`src/rtl/frame_write_ctrl.sv`:
```
// rtl/frame_write_ctrl.sv - FIFO-to-DDR burst write scheduler with triple frame buffer rotation
// Define FRAME_WR_STAT_EN to add the frame_words and burst_cnt statistics outputs.
module frame_write_ctrl #(
  parameter int          MEM_DATA_BITS = 32,
  parameter int          BURST_LEN     = 64,
  parameter logic [23:0] BASE_ADDR     = 24'h000000,
  parameter logic [23:0] FRAME_SIZE    = 24'h040000
) (
  input  logic                     mem_clk,
  input  logic                     rst,
  input  logic                     frame_start,
  input  logic [1:0]               rd_lock_idx,
  input  logic [10:0]              fifo_rd_count,
  output logic                     fifo_rd_en,
  input  logic [MEM_DATA_BITS-1:0] fifo_rd_data,
  output logic                     wr_burst_req,
  output logic [9:0]               wr_burst_len,
  output logic [23:0]              wr_burst_addr,
  input  logic                     wr_burst_data_req,
  output logic [MEM_DATA_BITS-1:0] wr_burst_data,
  input  logic                     wr_burst_finish,
  output logic [1:0]               wr_frame_idx,
  output logic [1:0]               done_frame_idx,
  output logic                     frame_done,
  output logic                     frame_overrun
`ifdef FRAME_WR_STAT_EN
  ,
  output logic [23:0]              frame_words,
  output logic [15:0]              burst_cnt
`endif
);

  localparam logic [10:0] BURST_CNT_THR = 11'(BURST_LEN);
  localparam logic [9:0]  BURST_LEN_W   = 10'(BURST_LEN);
  localparam logic [23:0] BUF1_ADDR     = BASE_ADDR + FRAME_SIZE;
  localparam logic [23:0] BUF2_ADDR     = BASE_ADDR + FRAME_SIZE + FRAME_SIZE;

  typedef enum logic [2:0] {
    S_IDLE,
    S_FLUSH,
    S_REQ,
    S_BURST,
    S_SWAP
  } state_t;

  state_t      state;
  state_t      state_nxt;
  logic        load_req;
  logic [9:0]  len_nxt;
  logic        last_nxt;
  logic        last_burst;
  logic        pend_start;
  logic [23:0] offset;
  logic [23:0] frame_base;
  logic [23:0] off_sum;
  logic [24:0] off_end;
  logic [1:0]  swap_idx;

  always_ff @(posedge mem_clk) begin
    if (rst) state <= S_IDLE;
    else     state <= state_nxt;
  end

  always_comb begin
    state_nxt = state;
    load_req  = 1'b0;
    len_nxt   = BURST_LEN_W;
    last_nxt  = 1'b0;
    case (state)
      S_IDLE: begin
        if (pend_start) begin
          state_nxt = S_FLUSH;
        end else if (fifo_rd_count >= BURST_CNT_THR) begin
          load_req  = 1'b1;
          state_nxt = S_REQ;
        end
      end
      S_FLUSH: begin
        if (fifo_rd_count == 11'd0) begin
          state_nxt = S_SWAP;
        end else if (fifo_rd_count < BURST_CNT_THR) begin
          load_req  = 1'b1;
          len_nxt   = fifo_rd_count[9:0];
          last_nxt  = 1'b1;
          state_nxt = S_REQ;
        end else begin
          load_req  = 1'b1;
          state_nxt = S_REQ;
        end
      end
      S_REQ:   if (wr_burst_data_req) state_nxt = S_BURST;
      S_BURST: if (wr_burst_finish) state_nxt = last_burst ? S_SWAP : S_IDLE;
      S_SWAP:  state_nxt = S_IDLE;
      default: state_nxt = S_IDLE;
    endcase
  end

  // The controller may ask for the first word while req is still up, so pops are allowed in REQ too.
  assign wr_burst_req  = (state == S_REQ);
  assign fifo_rd_en    = wr_burst_data_req && ((state == S_REQ) || (state == S_BURST));
  assign wr_burst_data = fifo_rd_data;

  always_comb begin
    case (wr_frame_idx)
      2'd1:    frame_base = BUF1_ADDR;
      2'd2:    frame_base = BUF2_ADDR;
      default: frame_base = BASE_ADDR;
    endcase
  end

  // Pick the buffer that is neither the one just written nor the one the reader holds.
  always_comb begin
    if ((rd_lock_idx == wr_frame_idx) || (rd_lock_idx == 2'd3))
      swap_idx = (wr_frame_idx == 2'd2) ? 2'd0 : wr_frame_idx + 2'd1;
    else
      swap_idx = 2'd3 - wr_frame_idx - rd_lock_idx;
  end

  assign off_sum = offset + {14'd0, wr_burst_len};
  assign off_end = {1'b0, off_sum} + {15'd0, wr_burst_len};

  always_ff @(posedge mem_clk) begin
    if (rst) begin
      wr_burst_len   <= 10'd0;
      wr_burst_addr  <= BASE_ADDR;
      last_burst     <= 1'b0;
      pend_start     <= 1'b0;
      offset         <= 24'd0;
      wr_frame_idx   <= 2'd0;
      done_frame_idx <= 2'd2;
      frame_done     <= 1'b0;
      frame_overrun  <= 1'b0;
    end else begin
      frame_done <= (state == S_SWAP);
      if (load_req) begin
        wr_burst_len  <= len_nxt;
        wr_burst_addr <= frame_base + offset;
        last_burst    <= last_nxt;
      end
      if ((state == S_BURST) && wr_burst_finish) begin
        if (off_end > {1'b0, FRAME_SIZE}) begin
          offset        <= 24'd0;
          frame_overrun <= 1'b1;
        end else begin
          offset <= off_sum;
        end
      end
      if (state == S_SWAP) begin
        done_frame_idx <= wr_frame_idx;
        wr_frame_idx   <= swap_idx;
        offset         <= 24'd0;
      end
      // A start landing on the SWAP cycle belongs to the next frame, so set wins over clear.
      if (frame_start)           pend_start <= 1'b1;
      else if (state == S_SWAP)  pend_start <= 1'b0;
    end
  end

`ifdef FRAME_WR_STAT_EN
  always_ff @(posedge mem_clk) begin
    if (rst) begin
      frame_words <= 24'd0;
      burst_cnt   <= 16'd0;
    end else begin
      if (state == S_SWAP) frame_words <= offset;
      if (load_req && (burst_cnt != 16'hFFFF)) burst_cnt <= burst_cnt + 16'd1;
    end
  end
`endif

endmodule

```
`config.mk`:
```
export PLATFORM = sky130hd
export DESIGN_NAME = frame_write_ctrl
export DESIGN_NICKNAME = d
export VERILOG_FILES = /design/src/rtl/frame_write_ctrl.sv
export SDC_FILE = /design/constraint.sdc
export NUM_CORES = 1
export LEC_CHECK = 0
export CAP_MARGIN = 25
export CORE_MARGIN = 3
export CORE_UTILIZATION = 25
export CTS_BUF_LIST = sky130_fd_sc_hd__clkbuf_8
export DETAILED_ROUTE_END_ITERATION = 8
export PLACE_DENSITY_LB_ADDON = 0.2
export SETUP_SLACK_MARGIN = 0.2
export SYNTH_ARGS = -nofsm -noshare
export SYNTH_HDL_FRONTEND = slang
export SYNTH_SLANG_ARGS = --single-unit
```
`constraint.sdc`:
```
create_clock -name mem_clk -period 5.95 [get_ports mem_clk]
set_input_delay 1.19 -clock mem_clk [delete_from_list [all_inputs] [get_ports mem_clk]]
set_output_delay 1.19 -clock mem_clk [all_outputs]
set_load 0.02 [all_outputs]
```
==> impl_summary.log <==
INFO  metric crit_path_max_incr_delay = 550 ps
INFO  metric power.total = 0.921 mW
INFO  metric detailedPlacementHpwl = 9620 µm
INFO  metric finalMaxSlewViolations = 0
INFO  metric endpoint_of_the_most_critical_setup_path = offset[3]
INFO  metric reg2reg_setup_slack = just over 700 ps
INFO  metric vdd.ir_drop.worst = 97.0 µV
INFO  metric floorplan.die_area = 0.0201 mm²
INFO  metric ctsRootBufferMaster = sky130_fd_sc_hd__clkbuf_8
INFO  metric rsz0062_at_grt = no
INFO  metric reg2regPathDepth = 19
INFO  metric pwr_density_cell = 173 mW/mm²
INFO  metric post_synth_fa_ha_maj_area_fraction = approximately 7.6%
INFO  metric period_share = around nine tenths
INFO  metric power.share.switching = 28.6%
INFO  metric cts_buffers = 9
INFO  metric critPathBufInv = 1
INFO  metric fin_setup_tns = 0 ps
INFO  metric via_count = 4099
INFO  metric critical_path.slowest_cell = sky130_fd_sc_hd__or4b_1
INFO  metric static-leakage-power = a little under 2 nW
INFO  metric finalSetupViolCount = 0
INFO  metric number_of_antenna_violations_at_the_first_check_in_global_routing = 0
INFO  metric post_cts_hold_buffer_count = 0
INFO  metric htree_num_levels = 3
INFO  metric wl_per_cell = roughly 15 µm
INFO  metric yosysWarningCount = 0
INFO  metric worst_hold_path_type = reg -> reg
INFO  metric synth_simple_gate_area_share = around a quarter
INFO  metric vias_per_cell = 4.93
INFO  metric dieHeight = around 140 µm
INFO  metric share_comb_of_total_power = between 10% and 20%
INFO  metric maxCapViolCount = 0
INFO  metric core = 0.0180 mm²
INFO  metric placedCellCount = approximately 800
INFO  metric cp-end-kind = flop
INFO  metric synth_edf_count = 0
INFO  metric clk_path_buf_depth = 2
INFO  metric critical-path-top-delay-family = compound AO/OA/AOI/OAI gates
INFO  metric via_count_of_the_first_global_routing_pass = 4063
INFO  metric crit_path_max_fanout = 14
INFO  metric first_iter_violations = 225
INFO  metric area_growth_syn_to_layout = 15.3%
INFO  metric instances_no_fill = 832
INFO  metric maximum_number_of_pins_on_one_net_before_global_route_repair = 41
INFO  metric cts_sinks = 69
INFO  metric switching_power = 0.264 mW
INFO  metric internal_power = about 0.66 mW
INFO  metric grt-ovfl-total = 0
INFO  metric async_reset_ff_share = 0%
INFO  metric drt_wirelength = between 10000 and 15000 µm
INFO  metric fin_ws = 712 ps
INFO  metric syn-instance-count = about 580
INFO  metric yosys.area_share.xor_xnor = 7.36%
INFO  metric required = 6210 ps
INFO  metric yosys-mux-area-fraction = less than 1%
INFO  metric cp.depth = 19
INFO  metric power.share.clock = 35.9%
INFO  metric io_pins = 124
INFO  metric power_frac_seq = 51.8%
INFO  metric antenna_cells_inserted = 0
INFO  metric compound_gate_portion_of_the_synthesized_area = a little over a fifth
INFO  metric rows = 49
INFO  metric worst_skew_pair.late_latency = 350 ps
INFO  metric cts_setup_buffers = 0
INFO  metric finalCriticalPeriod = 5240 ps
INFO  metric critPathArrivalTime = 5500 ps
INFO  metric final_nets = 674
INFO  metric synth_fp_nets = 660
INFO  metric timing.fmax = 191 MHz
INFO  metric place.port_buffers = just under 60
INFO  metric worst_pin_slew = between 900 and 1000 ps
INFO  metric tritoncts = yes
INFO  metric drtPass1Iterations = 4
INFO  metric post_route_cells_drive_above_1_share = approximately 7.3%
INFO  metric resize_count_post_cts = 0
INFO  metric netlist_area = 0.00461 mm²
INFO  metric drcViolationCount = 0
INFO  metric antenna_violating_nets_post_route = 0
INFO  metric critical_path_start_end_classification = reg -> reg
INFO  metric worst_setup_slack_before_clock_tree_synthesis = roughly 800 ps
INFO  metric result_of_the_run = complete, no violations
INFO  metric synthDistinctLibCells = 63
INFO  metric worstPathCellList = ha_1, fa_1, a21o_1, a311oi_1, o21ai_0, a21oi_1, xor2_1, inv_1, ha_1, a21o_1, a21oi_1, o21ai_0, a21oi_1, nor4_1, or4b_1, a221oi_2, a22o_2, nand4_4, o21ai_0
INFO  metric start_kind = flop
INFO  metric largest_family_of_logic_cells_by_synthesized_area = simple AND/OR/NAND/NOR gates
INFO  metric hold-worst-slack = 456 ps
INFO  metric gpl.final_weighted_congestion = ~0.87
INFO  metric synth_ff_type = sky130_fd_sc_hd__dfxtp_1
INFO  metric syn_avg_cell_area = 7.89 µm²
INFO  metric startpoint = wr_burst_len[0]
INFO  metric fill_cells = 1971
INFO  metric worst_setup_hold_path_clk_slew = 80 ps
INFO  metric hold_viol = 0
INFO  metric synth_sequential_area_ratio = between 20% and 30%
INFO  metric groute.usage.overall = 12.7%
INFO  metric first_pass_grt_wire_length = slightly above 20000 µm
INFO  metric finalClockSkew = 13.0 ps
INFO  metric initial_cell_density_of_the_core = between 20% and 30%
INFO  metric floorplan.die.width = about 140 µm
INFO  metric rr_startpoint = wr_burst_len[0]
INFO  metric critical_register_to_register_path_endpoint = offset[3]
INFO  metric ys_ff_latch = 69
INFO  metric timing.slew.headroom = approximately a third
## metrics by stage
stage	util, %	instance area, µm²
after floorplan	-	4610
after global placement	28.5	5130
after detailed placement	28.6	5150
after CTS	29.4	5310
after global routing	29.5	5310
final	29.5	5310
## cell usage in the layout (no fill, tap or decap), types with 3 or more instances in the layout
cell type                          n
sky130_fd_sc_hd__nand2_1          89
sky130_fd_sc_hd__dfxtp_1          69
sky130_fd_sc_hd__clkdlybuf4s50_1  59
sky130_fd_sc_hd__a21oi_1          58
sky130_fd_sc_hd__nor2_1           36
sky130_fd_sc_hd__o21ai_0          23
sky130_fd_sc_hd__xor2_1           23
sky130_fd_sc_hd__ha_1             23
sky130_fd_sc_hd__nor3_1           22
sky130_fd_sc_hd__inv_1            21
sky130_fd_sc_hd__nand3_1          14
sky130_fd_sc_hd__nand4_1          14
sky130_fd_sc_hd__xnor2_1          12
sky130_fd_sc_hd__o21ai_2          10
sky130_fd_sc_hd__and3_1            9
sky130_fd_sc_hd__clkbuf_8          9
sky130_fd_sc_hd__a211oi_1          8
sky130_fd_sc_hd__and2_1            7
sky130_fd_sc_hd__a22oi_1           6
sky130_fd_sc_hd__nor2b_1           6
sky130_fd_sc_hd__a21o_1            6
sky130_fd_sc_hd__o21ai_1           5
sky130_fd_sc_hd__nor4_1            5
sky130_fd_sc_hd__o21a_1            5
sky130_fd_sc_hd__clkinv_2          4
sky130_fd_sc_hd__nand2b_1          3
sky130_fd_sc_hd__o211ai_1          3
sky130_fd_sc_hd__a211o_1           3
sky130_fd_sc_hd__and4_1            3
sky130_fd_sc_hd__nor3b_1           3
sky130_fd_sc_hd__fa_1              3
## worst register-to-register path: stages, from the launching register on
cell,delay (ps)
sky130_fd_sc_hd__dfxtp_1,360
sky130_fd_sc_hd__ha_1,250
sky130_fd_sc_hd__fa_1,410
sky130_fd_sc_hd__a21o_1,210
sky130_fd_sc_hd__a311oi_1,410
sky130_fd_sc_hd__o21ai_0,160
sky130_fd_sc_hd__a21oi_1,200
sky130_fd_sc_hd__xor2_1,260
sky130_fd_sc_hd__inv_1,80
sky130_fd_sc_hd__ha_1,360
sky130_fd_sc_hd__a21o_1,190
sky130_fd_sc_hd__a21oi_1,120
sky130_fd_sc_hd__o21ai_0,90
sky130_fd_sc_hd__a21oi_1,350
sky130_fd_sc_hd__nor4_1,90
sky130_fd_sc_hd__or4b_1,550
sky130_fd_sc_hd__a221oi_2,280
sky130_fd_sc_hd__a22o_2,210
sky130_fd_sc_hd__nand4_4,290
sky130_fd_sc_hd__o21ai_0,280
## logic make-up (layout without fill, tap and decap cells)
group	Yosys count	in the layout
AO/OA/AOI/OAI	150	150
XOR/XNOR	37	37
adder cells (fa/ha/maj)	26	26
buffers and inverters	78	97
flip-flops	69	69
multiplexers	2	2
AND/OR/NAND/NOR	222	222
## synthesized netlist by cell type (6+ instances only)
cell | count | area share (%)
sky130_fd_sc_hd__a22oi_1 | 6 | 0.98
sky130_fd_sc_hd__nor2_1 | 36 | 2.9
sky130_fd_sc_hd__buf_4 | 33 | 5.4
sky130_fd_sc_hd__buf_2 | 6 | 0.65
sky130_fd_sc_hd__nand4_1 | 14 | 1.9
sky130_fd_sc_hd__nor2b_1 | 6 | 0.81
sky130_fd_sc_hd__and3_1 | 9 | 1.2
sky130_fd_sc_hd__xor2_1 | 23 | 4.4
sky130_fd_sc_hd__o21ai_2 | 10 | 1.9
sky130_fd_sc_hd__a211oi_1 | 8 | 1.3
sky130_fd_sc_hd__dfxtp_1 | 69 | 30
sky130_fd_sc_hd__nand3_1 | 14 | 1.5
sky130_fd_sc_hd__nor3_1 | 22 | 2.4
sky130_fd_sc_hd__nand2_1 | 89 | 7.3
sky130_fd_sc_hd__ha_1 | 23 | 6.2
sky130_fd_sc_hd__inv_1 | 19 | 1.5
sky130_fd_sc_hd__o21ai_0 | 23 | 2.5
sky130_fd_sc_hd__xnor2_1 | 12 | 2.3
sky130_fd_sc_hd__clkbuf_1 | 19 | 1.5
sky130_fd_sc_hd__a21o_1 | 6 | 0.98
sky130_fd_sc_hd__a21oi_1 | 58 | 6.3
sky130_fd_sc_hd__and2_1 | 7 | 0.95
## flip-flops by register name, indices dropped and copies added, names as in the netlist
name,cells
offset,24
wr_burst_addr,24
wr_burst_len,10
state,3
done_frame_idx,2
wr_frame_idx,2
frame_done,1
frame_overrun,1
last_burst,1
pend_start,1
## power groups by stage
| stage | registers (mW) | clock network, mW | logic [mW] |
|---|---|---|---|
| finish | 0.477 | 0.331 | 0.113 |
| global route | 0.478 | 0.357 | 0.125 |
| CTS | 0.477 | 0.338 | 0.114 |
| detailed placement | 0.488 | 0 | 0.113 |
| global placement | 0.488 | 0 | 0.108 |
| floorplan | 0.488 | 0 | 0.0981 |
## per-layer routing
metal / vias up / GRT usage (%) / routed length [µm]
met5: - / 0 / 0
met4: 0 / 4.70 / 283
met3: 23 / 2.80 / 524
met2: 102 / 20.7 / 5890
met1: 1912 / 16.5 / 6000
li1: 2062 / - / -
## final cells by class
cell class                 count  area [µm²]  share of cell area, %
clock buffer                   9         124                   2.33
clock inverter                 7        35.0                  0.659
inverter                      19        71.3                   1.34
multi-input combinational    437        2790                   52.6
sequential                    69        1380                   26.0
tap                          229         287                   5.39
timing repair buffer          62         621                   11.7
## worst min-delay path by stage
stage                      startpoint                end  slack (ps)  depth (start not counted)
finish               wr_burst_addr[2]   wr_burst_addr[2]         460                          2
global route        wr_burst_addr[14]  wr_burst_addr[14]         470                          2
CTS                  wr_burst_addr[7]   wr_burst_addr[7]         460                          2
detailed placement  wr_burst_addr[20]  wr_burst_addr[20]         450                          2
global placement    wr_burst_addr[20]  wr_burst_addr[20]         440                          2
floorplan                   offset[2]   wr_burst_addr[2]         450                          2
Note: power is estimated with default switching activity, not from simulation.
